$ cat config.mk
export PLATFORM = sky130hd
export DESIGN_NAME = serial_adder_ctrl
export DESIGN_NICKNAME = d
export VERILOG_FILES = /design/src/rtl/serial_adder_pkg.sv /design/src/rtl/fa_cell.sv /design/src/rtl/serial_adder_ctrl.sv
export SDC_FILE = /design/constraint.sdc
export NUM_CORES = 1
export LEC_CHECK = 0
export CAP_MARGIN = 10
export CORE_UTILIZATION = 60
export DETAILED_ROUTE_END_ITERATION = 6
export DONT_BUFFER_PORTS = 1
export GPL_TIMING_DRIVEN = 0
export PLACE_DENSITY_LB_ADDON = 0.1
export SYNTH_ARGS = -nofsm -noshare
export SYNTH_HDL_FRONTEND = slang
export SYNTH_SLANG_ARGS = --single-unit
$ cat constraint.sdc
create_clock -name clk -period 2.8 [get_ports clk]
set_input_delay 0.28 -clock clk [delete_from_list [all_inputs] [get_ports clk]]
set_output_delay 0.28 -clock clk [all_outputs]
set_load 0.005 [all_outputs]
$ cat src/rtl/serial_adder_pkg.sv
// Shared types and sizing helpers for the bit-serial adder controller.
package serial_adder_pkg;

  typedef enum logic [1:0] {
    IDLE = 2'd0,
    RUN  = 2'd1,
    DONE = 2'd2
  } state_t;

  localparam int DEFAULT_WIDTH = 8;

  // Counter must index bits 0..w-1; never let it collapse to zero width.
  function automatic int cnt_width(input int w);
    return (w <= 2) ? 1 : $clog2(w);
  endfunction

endpackage

$ cat src/rtl/fa_cell.sv
// One-bit full adder: the only arithmetic hardware the serial adder uses.
module fa_cell (
  input  logic a,
  input  logic b,
  input  logic ci,
  output logic s,
  output logic co
);

  logic ab_x;

  assign ab_x = a ^ b;
  assign s    = ab_x ^ ci;
  assign co   = (a & b) | (ab_x & ci);

endmodule

$ cat src/rtl/serial_adder_ctrl.sv
// Bit-serial adder controller: one full-adder cell walked LSB-first across WIDTH bits.
// Optional subtract mode (extra "sub" port) is enabled with `define SERIAL_ADDER_SUB_EN.
module serial_adder_ctrl
  import serial_adder_pkg::*;
#(
  parameter int WIDTH = DEFAULT_WIDTH
) (
  input  logic             clk,
  input  logic             rst,
`ifdef SERIAL_ADDER_SUB_EN
  input  logic             sub,
`endif
  input  logic             start,
  input  logic [WIDTH-1:0] A,
  input  logic [WIDTH-1:0] B,
  input  logic             Cin,
  output logic             busy,
  output logic             done,
  output logic [WIDTH-1:0] F,
  output logic             Cout,
  output logic             overflow
);

  localparam int CW = cnt_width(WIDTH);
  localparam logic [CW-1:0] LAST_BIT = CW'(WIDTH - 1);

  state_t           state_reg, state_next;
  logic [WIDTH-1:0] a_sh_reg, b_sh_reg, f_reg;
  logic [CW-1:0]    cnt_reg;
  logic             carry_reg, cout_reg, overflow_reg, busy_reg, done_reg;

  logic [WIDTH-1:0] b_load;
  logic             carry_load;
  logic             cell_s, cell_c;

`ifdef SERIAL_ADDER_SUB_EN
  // Subtraction as A + ~B + 1: invert B and force the initial carry.
  assign b_load     = sub ? ~B : B;
  assign carry_load = sub ? 1'b1 : Cin;
`else
  assign b_load     = B;
  assign carry_load = Cin;
`endif

  fa_cell u_cell (
    .a  (a_sh_reg[0]),
    .b  (b_sh_reg[0]),
    .ci (carry_reg),
    .s  (cell_s),
    .co (cell_c)
  );

  always_comb begin
    state_next = state_reg;
    case (state_reg)
      IDLE:    if (start) state_next = RUN;
      RUN:     if (cnt_reg == LAST_BIT) state_next = DONE;
      DONE:    state_next = IDLE;
      default: state_next = IDLE;
    endcase
  end

  always_ff @(posedge clk) begin
    if (rst) begin
      state_reg    <= IDLE;
      a_sh_reg     <= '0;
      b_sh_reg     <= '0;
      f_reg        <= '0;
      cnt_reg      <= '0;
      carry_reg    <= 1'b0;
      cout_reg     <= 1'b0;
      overflow_reg <= 1'b0;
      busy_reg     <= 1'b0;
      done_reg     <= 1'b0;
    end else begin
      state_reg <= state_next;
      busy_reg  <= (state_next != IDLE);
      done_reg  <= (state_next == DONE);
      case (state_reg)
        IDLE: begin
          if (start) begin
            a_sh_reg     <= A;
            b_sh_reg     <= b_load;
            carry_reg    <= carry_load;
            cnt_reg      <= '0;
            f_reg        <= '0;
            cout_reg     <= 1'b0;
            overflow_reg <= 1'b0;
          end
        end
        RUN: begin
          f_reg     <= {cell_s, f_reg[WIDTH-1:1]};
          a_sh_reg  <= a_sh_reg >> 1;
          b_sh_reg  <= b_sh_reg >> 1;
          carry_reg <= cell_c;
          cnt_reg   <= cnt_reg + 1'b1;
          // On the MSB, carry_reg is the carry into bit WIDTH-1.
          if (cnt_reg == LAST_BIT) begin
            cout_reg     <= cell_c;
            overflow_reg <= carry_reg ^ cell_c;
          end
        end
        default: ;
      endcase
    end
  end

  assign busy     = busy_reg;
  assign done     = done_reg;
  assign F        = f_reg;
  assign Cout     = cout_reg;
  assign overflow = overflow_reg;

endmodule
==> results of run 1 <==
## cell usage after synthesis (2+ instances only)
master / instances / area [sq um]
inv_1: 3 / 11.3
clkbuf_1: 2 / 7.51
buf_2: 4 / 20.0
dfxtp_1: 34 / 681
o2bb2ai_1: 2 / 17.5
nor3_1: 2 / 10.0
nor2_1: 27 / 101
mux2i_1: 15 / 150
a22oi_1: 12 / 90.1
ha_1: 2 / 25.0
a211oi_1: 15 / 113
nand2b_1: 5 / 31.3
## metrics by stage
stage,hold WS (ns),setup WS [ns],power [mW],util,cells
3_5_place_dp,0.365,1.42,0.648,0.653,167
4_1_cts,0.0321,1.40,1.10,0.706,176
2_1_floorplan,0.360,1.58,0.624,-,139
6_report,0.0451,1.37,1.09,0.706,176
5_1_grt,0.0294,1.27,1.14,0.706,176
3_3_place_gp,0.366,1.49,0.643,0.653,167
## final cells by class
cell class	instances	share of cell area
clock buffers	5	0.0240
multi-input cells	91	0.405
repair buffers	1	0.00641
plain buffers	11	0.0545
inverters	3	0.00721
well taps	28	0.0224
flip-flops and latches	34	0.436
clock inverters	3	0.0441
## power breakdown
group	switching [mW]	internal [mW]	total, mW	leakage (nW)
combinational	0.0593	0.0498	0.109	0.312
clock	0.173	0.279	0.452	0.0554
sequential	0.0184	0.512	0.530	0.279
total	0.251	0.841	1.09	0.646
## worst reg2reg max path, cell delays in order (launching register included)
cell and delay (ns):
dfxtp_1 0.34, buf_6 0.13, nand2b_1 0.11, buf_4 0.16, clkbuf_1 0.39, a211oi_1 0.15
## layer usage
metal,global-route usage,share of wire,vias to the layer above
met5,0,0,-
met4,0.111,0.019,0
met3,0.0970,0.060,5
met2,0.380,0.45,28
met1,0.297,0.46,489
li1,-,-,510
## cell families after synthesis
group,synth area share
AOI/OAI and AO/OA,0.176
xor gates and xnor gates,0.00621
adders and majority gates,0.0319
buffers and inverters,0.0683
DFF,0.483
muxes,0.106
and+or+nand+nor,0.129
## path summary, 6_finish.rpt
kind,from,to,slack [ns]
setup reg to reg,state_reg[1]$_SDFF_PP0_,a_sh_reg[5]$_SDFFE_PP0P_,1.37
setup / recovery,state_reg[1]$_SDFF_PP0_,a_sh_reg[5]$_SDFFE_PP0P_,1.37
hold reg to reg,a_sh_reg[1]$_SDFFE_PP0P_,a_sh_reg[0]$_SDFFE_PP0P_,0.50
hold / removal,rst,done$_SDFF_PP0_,0.05
## timing repair
action,in CTS,in global routing
setup endpoints to repair,0,0
endpoints found under the hold margin,1,0
gates resized for setup,0,0
hold buffers,1,0
==> out/qor.yml, run 1 <==
outcome:
  outcome: "completed"
worst_setup_path:
  critPathRequiredTime_ns: 2.99
  worstPathArrival_ns: 1.62
  cp_cell_sequence: "buf_6 > nand2b_1 > buf_4 > clkbuf_1 > a211oi_1"
  worstSetupPathDepth: 5
  cp.buffers_inverters: 3
  slowest_delay_ns: 0.39
  startpoint_type: "flop"
  crit_type: "reg -> reg"
  slowest_stage: "clkbuf_1"
  cp-end-kind: "flop"
  cpLargestDelayFamily: "buffers and inverters"
  path_max_fanout: 10
  worst-r2r-cell-count: 5
route:
  routed_wl_microns: 2630
  via_per_inst: 5.86
  route.antenna.remaining_nets: 0
  dr.pass1.iters: 4
  avgRoutedWirePerCell_microns: 14.9
  vias: 1032
  drt_iter0_drc: 23
  route.detailed.drc: 0
placement:
  placed_area_sq_um: 1450
  port_buffers: 0
  gp_congestion: 0.744
  dp_hpwl_microns: 1860
worst_hold_path:
  holdPathStages: 1
  holdCritPathClass: "in -> reg"
final_layout:
  final_layout_size_suffix_gt1_frac: 0.122
  insertedDiodeCount: 0
  final_common_cell: "dfxtp_1"
  multiInputGateArea_sq_um: 633
  register_area_sq_um: 681
  n_fill_cell: 187
  finalInstanceArea_sq_um: 1560
  syn_to_final_growth_pct: 10.7
  mostFrequentLayoutCells: "dfxtp_1, nor2_1, a211oi_1, mux2i_1, a22oi_1"
  fin_nets: 170
cts:
  cts_buffers: 5
  cts.path.max_buffers: 2
  cts_setup_buffers: 0
  clkLatencyLatePin_ns: 0.34
  cts_tree: "done"
  cts.sinks: 34
  cts_root_buffer: "clkbuf_4"
  cts.clk_slew.worst_paths_ns: 0.11
  htreeDepth: 2
run:
  maxCapViolations: 0
logic_synthesis:
  synthCells: 139
  async_reset_ff_frac: 0
  synth.avg_cell_area_sq_um: 10.1
  syn-num-nets: 162
  synth.distinct_cells: 28
  synth_area_sq_um: 1410
  ys.flop_type: "dfxtp_1"
  yosys_warnings: 0
  synth_edf_count: 0
  synth_seq_area_share: 0.483
  ys_seq_elements: 34
sta:
  hold_viol: 0
  setup_viol: 0
  grt_setup_unrepaired: "false"
  finalCriticalPeriod_ns: 1.43
  slew_viol_final: 0
  setup_tns_ns: 0
  maxSlewHeadroom: 0.681
  final.setup_skew_ns: 0.00974
  tightestPinTransition_ns: 0.478
  max_freq_ghz: 0.700
  min_period_over_period: 0.510
pwr:
  leakagePower_nw: 0.646
  power_density_nw_per_um2: 699
  max-vdd-ir-drop_mv: 0.494
grt:
  grt_pass1_vias: 999
  grt_max_degree: 13
  grt_pass1_wl_microns: 4500
  antenna_found_initial: 0
  grt-ovfl-total: 0
  grt_usage: 0.245
floorplan:
  rows: 17
  io_pins: 32
  die_height_microns: 50.5
  initial_core_util: 0.637
  die_area_sq_um: 2550
  die_w_microns: 50.5
  core_area_sq_um: 2210
Note: power is estimated with default switching activity, not from simulation.
==> inputs of run 2 (changes only) <==
--- a/config.mk
+++ b/config.mk
@@ -5,6 +5,7 @@
 export SDC_FILE = /design/constraint.sdc
 export NUM_CORES = 1
 export LEC_CHECK = 0
+export ABC_AREA = 1
 export CAP_MARGIN = 10
 export CORE_UTILIZATION = 60
 export DETAILED_ROUTE_END_ITERATION = 6
==> constraint.sdc (replaced) <==
create_clock -name clk -period 1.45 [get_ports clk]
set_input_delay 0.145 -clock clk [delete_from_list [all_inputs] [get_ports clk]]
set_output_delay 0.145 -clock clk [all_outputs]
set_load 0.005 [all_outputs]
==> out/qor.yml, run 2 <==
outcome:
  outcome: "completed"
sta:
  slew_viol_final: 0
  finalCriticalPeriod_ns: 1.30
  hold_viol: 0
  max_freq_ghz: 0.771
  tightestPinTransition_ns: 0.585
  setup_tns_ns: 0
  min_period_over_period: 0.895
  final.setup_skew_ns: 0.00669
  grt_setup_unrepaired: "false"
  maxSlewHeadroom: 0.610
  setup_viol: 0
final_layout:
  fin_util: 0.778
  final_common_cell: "nand2_1"
  syn_to_final_growth_pct: 17.9
  insertedDiodeCount: 0
  fin_nets: 247
  mostFrequentLayoutCells: "nand2_1, dfxtp_1, inv_1, nor2_1"
  final_layout_size_suffix_gt1_frac: 0.147
route:
  route.detailed.drc: 0
  avgRoutedWirePerCell_microns: 12.3
  route.antenna.remaining_nets: 0
  drt_iter0_drc: 24
  routed_wl_microns: 3110
  vias: 1304
  dr.pass1.iters: 4
  via_per_inst: 5.15
worst_setup_path:
  slowest_delay_ns: 0.33
  startpoint_type: "flop"
  path_max_fanout: 10
  cp_cell_sequence: "inv_1 > nand2_1 > buf_2 > nor3_1 > nor2_1"
  crit_type: "reg -> reg"
  cp-end-kind: "flop"
  slowest_stage: "dfxtp_1"
  critPathRequiredTime_ns: 1.69
  worstPathArrival_ns: 1.53
floorplan:
  initial_core_util: 0.660
  die_w_microns: 52.0
  rows: 17
  core_area_sq_um: 2280
  die_area_sq_um: 2710
  io_pins: 32
  die_height_microns: 52.0
cts:
  cts.clk_slew.worst_paths_ns: 0.11
  cts_root_buffer: "clkbuf_4"
  cts.path.max_buffers: 2
  htreeDepth: 2
  cts.sinks: 34
  cts_tree: "done"
  cts_buffers: 5
  cts_resized: 0
  clkLatencyLatePin_ns: 0.34
pwr:
  power_density_nw_per_um2: 1050
  max-vdd-ir-drop_mv: 0.920
  p_total_mw: 1.87
  leakagePower_nw: 0.770
run:
  maxCapViolations: 0
grt:
  grt_pass1_wl_microns: 5340
  grt-ovfl-total: 0
  antenna_found_initial: 0
  grt_max_degree: 12
  grt_pass1_vias: 1252
  grt_usage: 0.277
logic_synthesis:
  synth_largest_area_cell: "dfxtp_1"
  yosys_warnings: 0
  ys_seq_elements: 34
  yosysMostFrequentCell: "nand2_1"
  synthCells: 200
  synth_area_sq_um: 1500
  yosysTopAreaCellShare: 0.453
  synth_area_leaders: "dfxtp_1, nand2_1, nand3_1"
  syn-num-nets: 223
  synth.avg_cell_area_sq_um: 7.51
  ys_top_cells_by_count: "nand2_1, dfxtp_1, inv_1, nor2_1, nand3_1"
  synth_seq_area_share: 0.453
  synth.distinct_cells: 23
  ys.flop_type: "dfxtp_1"
  async_reset_ff_frac: 0
  synth_edf_count: 0
placement:
  gp_congestion: 0.784
  port_buffers: 0
  dp_hpwl_microns: 2080
worst_hold_path:
  holdCritPathClass: "in -> reg"
[run 2: worst paths after layout]
kind                                start                        to  slack, ns  cells past startpoint
setup / recovery  state_reg[1]$_SDFF_PP0_  a_sh_reg[6]$_SDFFE_PP0P_       0.15                      5
hold / removal                      start    carry_reg$_SDFFE_PP0P_       0.05                      4
setup reg to reg  state_reg[1]$_SDFF_PP0_  a_sh_reg[6]$_SDFFE_PP0P_       0.15                      5
hold reg to reg   cnt_reg[1]$_SDFFE_PP0P_   cnt_reg[1]$_SDFFE_PP0P_       0.47                      2
[run 2: cell families (layout without fill, tap and decap cells)]
logic type | count (synthesis) | after routing | synth area share
adder cells (fa/ha/maj) | 3 | 3 | 0.0300
XOR/XNOR | 1 | 1 | 0.00583
buffers and inverters | 30 | 55 | 0.102
AND/OR/NAND/NOR | 115 | 115 | 0.328
flip-flops | 34 | 34 | 0.453
AO/OA/AOI/OAI | 17 | 17 | 0.0808
[run 2: cell type report]
class                   instances  area [sq um]
inverters                      21          80.1
fillers                       159           504
clock buffers                   6          51.3
multi-input cells             136           668
flip-flops and latches         34           681
plain buffers                   9          73.8
clock inverters                 2          12.5
repair buffers                 17           170
well taps                      28          35.0
[run 2: routing by layer]
metal	share of wire	vias up	GRT usage	wire (microns)
met1	0.46	584	0.324	1430
met5	0	-	0	0
met4	0.015	0	0.117	48
li1	-	678	-	-
met3	0.046	7	0.0819	143
met2	0.48	35	0.466	1490
[run 2: worst max-delay path: cells and delay by family (launching register included)]
kind                   cells  cell delay [ns]
buffers and inverters      2             0.37
and+or+nand+nor            3             0.50
DFF                        1             0.33
[run 2: repair_timing]
item                                   in CTS  in global routing
hold buffers                               17                  0
setup buffers                               0                  0
endpoints found under the hold margin      18                  0
[run 2: through the flow]
step	worst slack, ns	hold slack (ns)	instances	area [sq um]
floorplan	0.272	0.214	200	1500
global placement	0.187	0.216	228	1540
detailed placement	0.158	0.217	228	1540
CTS	0.146	0.0559	253	1770
global route	0.00607	0.0798	253	1770
finish	0.152	0.0535	253	1770
[run 2: power by group]
part           total [mW]  internal, mW  switching, mW
combinational       0.291         0.128          0.164
sequential           1.02         0.988         0.0284
clock               0.561         0.233          0.328
total                1.87          1.35          0.520
==> inputs of run 3 (changes only) <==
--- a/config.mk
+++ b/config.mk
@@ -12,6 +12,8 @@
 export DONT_BUFFER_PORTS = 1
 export GPL_TIMING_DRIVEN = 0
 export PLACE_DENSITY_LB_ADDON = 0.1
+export SETUP_SLACK_MARGIN = 0.5
 export SYNTH_ARGS = -nofsm -noshare
 export SYNTH_HDL_FRONTEND = slang
+export SYNTH_HIERARCHICAL = 1
 export SYNTH_SLANG_ARGS = --single-unit
==> constraint.sdc (replaced) <==
create_clock -name clk -period 1.6 [get_ports clk]
set_input_delay 0.16 -clock clk [delete_from_list [all_inputs] [get_ports clk]]
set_output_delay 0.16 -clock clk [all_outputs]
set_load 0.005 [all_outputs]
==> out/qor.yml, run 3 <==
sta:
  hold_ws_ns: 0.0643
  slew_viol_final: 0
  min_period_over_period: 0.801
  hold_viol: 0
  final.setup_skew_ns: 0.0126
  max_freq_ghz: 0.780
  setup_tns_ns: 0
  tightestPinTransition_ns: 0.702
  finalCriticalPeriod_ns: 1.28
  setup_viol: 0
  maxSlewHeadroom: 0.532
  grt_setup_unrepaired: "true"
grt:
  antenna_found_initial: 0
  grt-busiest-layer: "met2"
  grt_pass1_wl_microns: 6110
  grt_usage: 0.316
  use_met3: 0.0833
  grt_pass1_vias: 1375
  grt_max_degree: 13
  grt-ovfl-total: 0
  grt_util_met1: 0.361
  met2_usage: 0.552
worst_setup_path:
  cpLargestDelayFamily: "buffers and inverters"
  cp-end-kind: "flop"
  slowest_delay_ns: 0.34
  startpoint_type: "flop"
  crit_type: "reg -> reg"
  cp.buffers_inverters: 4
  critPathRequiredTime_ns: 1.86
  path_max_fanout: 6
  critPathMostFrequentCell: "buf_6"
  cp_cell_sequence: "buf_6 > inv_8 > nor2_4 > buf_4 > buf_6 > o21ai_2 > a21oi_1"
  slowest_stage: "dfxtp_2"
  worstPathArrival_ns: 1.54
logic_synthesis:
  synth_seq_area_share: 0.428
  synthAdderAreaFrac: 0.0283
  synth_edf_count: 0
  synth_xor_area_frac: 0
  synth.avg_cell_area_sq_um: 8.03
  synth_area_leaders: "dfxtp_1, nand2_1, nor2_1"
  yosysTopAreaCellShare: 0.428
  ys_top_cells_by_count: "nand2_1, dfxtp_1, nor2_1"
  yosys-mux-area-fraction: 0
  async_reset_ff_frac: 0
  synth.distinct_cells: 24
  yosysMostFrequentCell: "nand2_1"
  yosys_warnings: 6
  synth_area_sq_um: 1590
  synthCells: 198
  synth_top_family_by_area: "simple AND/OR/NAND/NOR gates"
  synth_compound_area_frac: 0.155
  ys_seq_elements: 34
  ys.flop_type: "dfxtp_1"
  synth_largest_area_cell: "dfxtp_1"
  syn-num-nets: 221
  synth-simple-area-share: 0.297
pwr:
  max-vdd-ir-drop_mv: 1.11
  leakagePower_nw: 0.888
  power_density_nw_per_um2: 973
final_layout:
  mostFrequentLayoutCells: "nand2_1, dfxtp_1, nor2_1, nand2_2, buf_4"
  final_common_cell: "nand2_1"
  fin_nets: 250
  instances_no_fill: 258
  fin_util: 0.866
  final_layout_size_suffix_gt1_frac: 0.425
  insertedDiodeCount: 0
  n_fill_cell: 136
  syn_to_final_growth_pct: 36.3
cts:
  cts_root_buffer: "clkbuf_4"
  cts_buffers: 5
  clkLatencyLatePin_ns: 0.34
  htreeDepth: 2
  cts.sinks: 34
  cts.path.max_buffers: 2
  cts.clk_slew.worst_paths_ns: 0.11
  cts_tree: "done"
route:
  drt_iter0_drc: 48
  dr.pass1.iters: 6
  avgRoutedWirePerCell_microns: 19.3
  vias: 1546
  route.antenna.remaining_nets: 0
  via_per_inst: 5.99
  routed_wl_microns: 4970
  route.detailed.drc: 0
placement:
  dp_hpwl_microns: 2380
  dp_cells: 228
  gp_congestion: 0.840
  port_buffers: 0
outcome:
  outcome: "completed"
floorplan:
  initial_core_util: 0.636
  io_pins: 32
  core_area_sq_um: 2500
  die_w_microns: 53.5
  rows: 18
  die_area_sq_um: 2860
  die_height_microns: 53.5
run:
  maxCapViolations: 0
worst_hold_path:
  holdCritPathClass: "in -> reg"
## run 3: cell types whose count changed in the layout (fill, tap and decap cells not counted), sizes merged, moves of 7 or more
cell | previous run | this run
dlygate4sd3 | 17 | 2
nor3 | 14 | 0
o21a | 1 | 9
buf | 9 | 25
o21ai | 2 | 12
nand2 | 63 | 56
## run 3: worst reg2reg max path, delay by kind of cell (launching register included)
kind            cells  cell delay (ns)
flops               1             0.34
simple gates        1             0.19
buf+inv             4             0.45
compound gates      2             0.23
## run 3: path summary, 6_finish.rpt
path	slack [ns]	cells past startpoint	from	end
max reg2reg	0.32	7	state_reg[0]$_SDFF_PP0_	cnt_reg[0]$_SDFFE_PP0P_
max	0.32	7	state_reg[0]$_SDFF_PP0_	cnt_reg[0]$_SDFFE_PP0P_
min	0.06	4	B[5]	b_sh_reg[5]$_SDFFE_PP0P_
min reg2reg	0.49	2	a_sh_reg[7]$_SDFFE_PP0P_	a_sh_reg[7]$_SDFFE_PP0P_
## run 3: layer usage
metal  up-vias  part of all wire
li1        700                 -
met2        94              0.50
met5         -                 0
met1       730              0.37
met4         0             0.040
met3        22             0.087
## run 3: what timing repair did
action,in CTS,in global routing
pin swaps,12,10
gates cloned,2,3
setup endpoints to repair,30,32
gates resized for setup,34,30
hold buffers,2,0
endpoints found under the hold margin,2,0
buffers inserted,12,3
## run 3: layout make-up
class	instances	area, sq um	share of cell area
multi-input cells	138	901	0.416
flip-flops and latches	34	692	0.319
repair buffers	22	234	0.108
plain buffers	10	108	0.0497
inverters	16	87.6	0.0404
clock inverters	3	68.8	0.0318
clock buffers	5	37.5	0.0173
well taps	30	37.5	0.0173
## run 3: stage by stage
step | area (sq um) | setup WS (ns) | power (mW)
2_1_floorplan | 1600 | 0.491 | 1.11
3_5_place_dp | 1630 | 0.320 | 1.16
4_1_cts | 1960 | 0.393 | 2.01
6_report | 2170 | 0.318 | 2.11
5_1_grt | 2170 | 0.274 | 2.17
3_3_place_gp | 1630 | 0.345 | 1.15
## run 3: where the power goes
group          switching [mW]  internal, mW  total, mW
combinational           0.207         0.172      0.379
sequential             0.0326         0.890      0.923
clock                   0.316         0.489      0.805
## run 3: kinds of logic (layout without fill, tap and decap cells)
kind of cell,after synthesis,in the layout
flip-flops,34,34
AND/OR/NAND/NOR,97,97
adder cells (fa/ha/maj),3,3
buffers and inverters,26,56
AO/OA/AOI/OAI,38,38
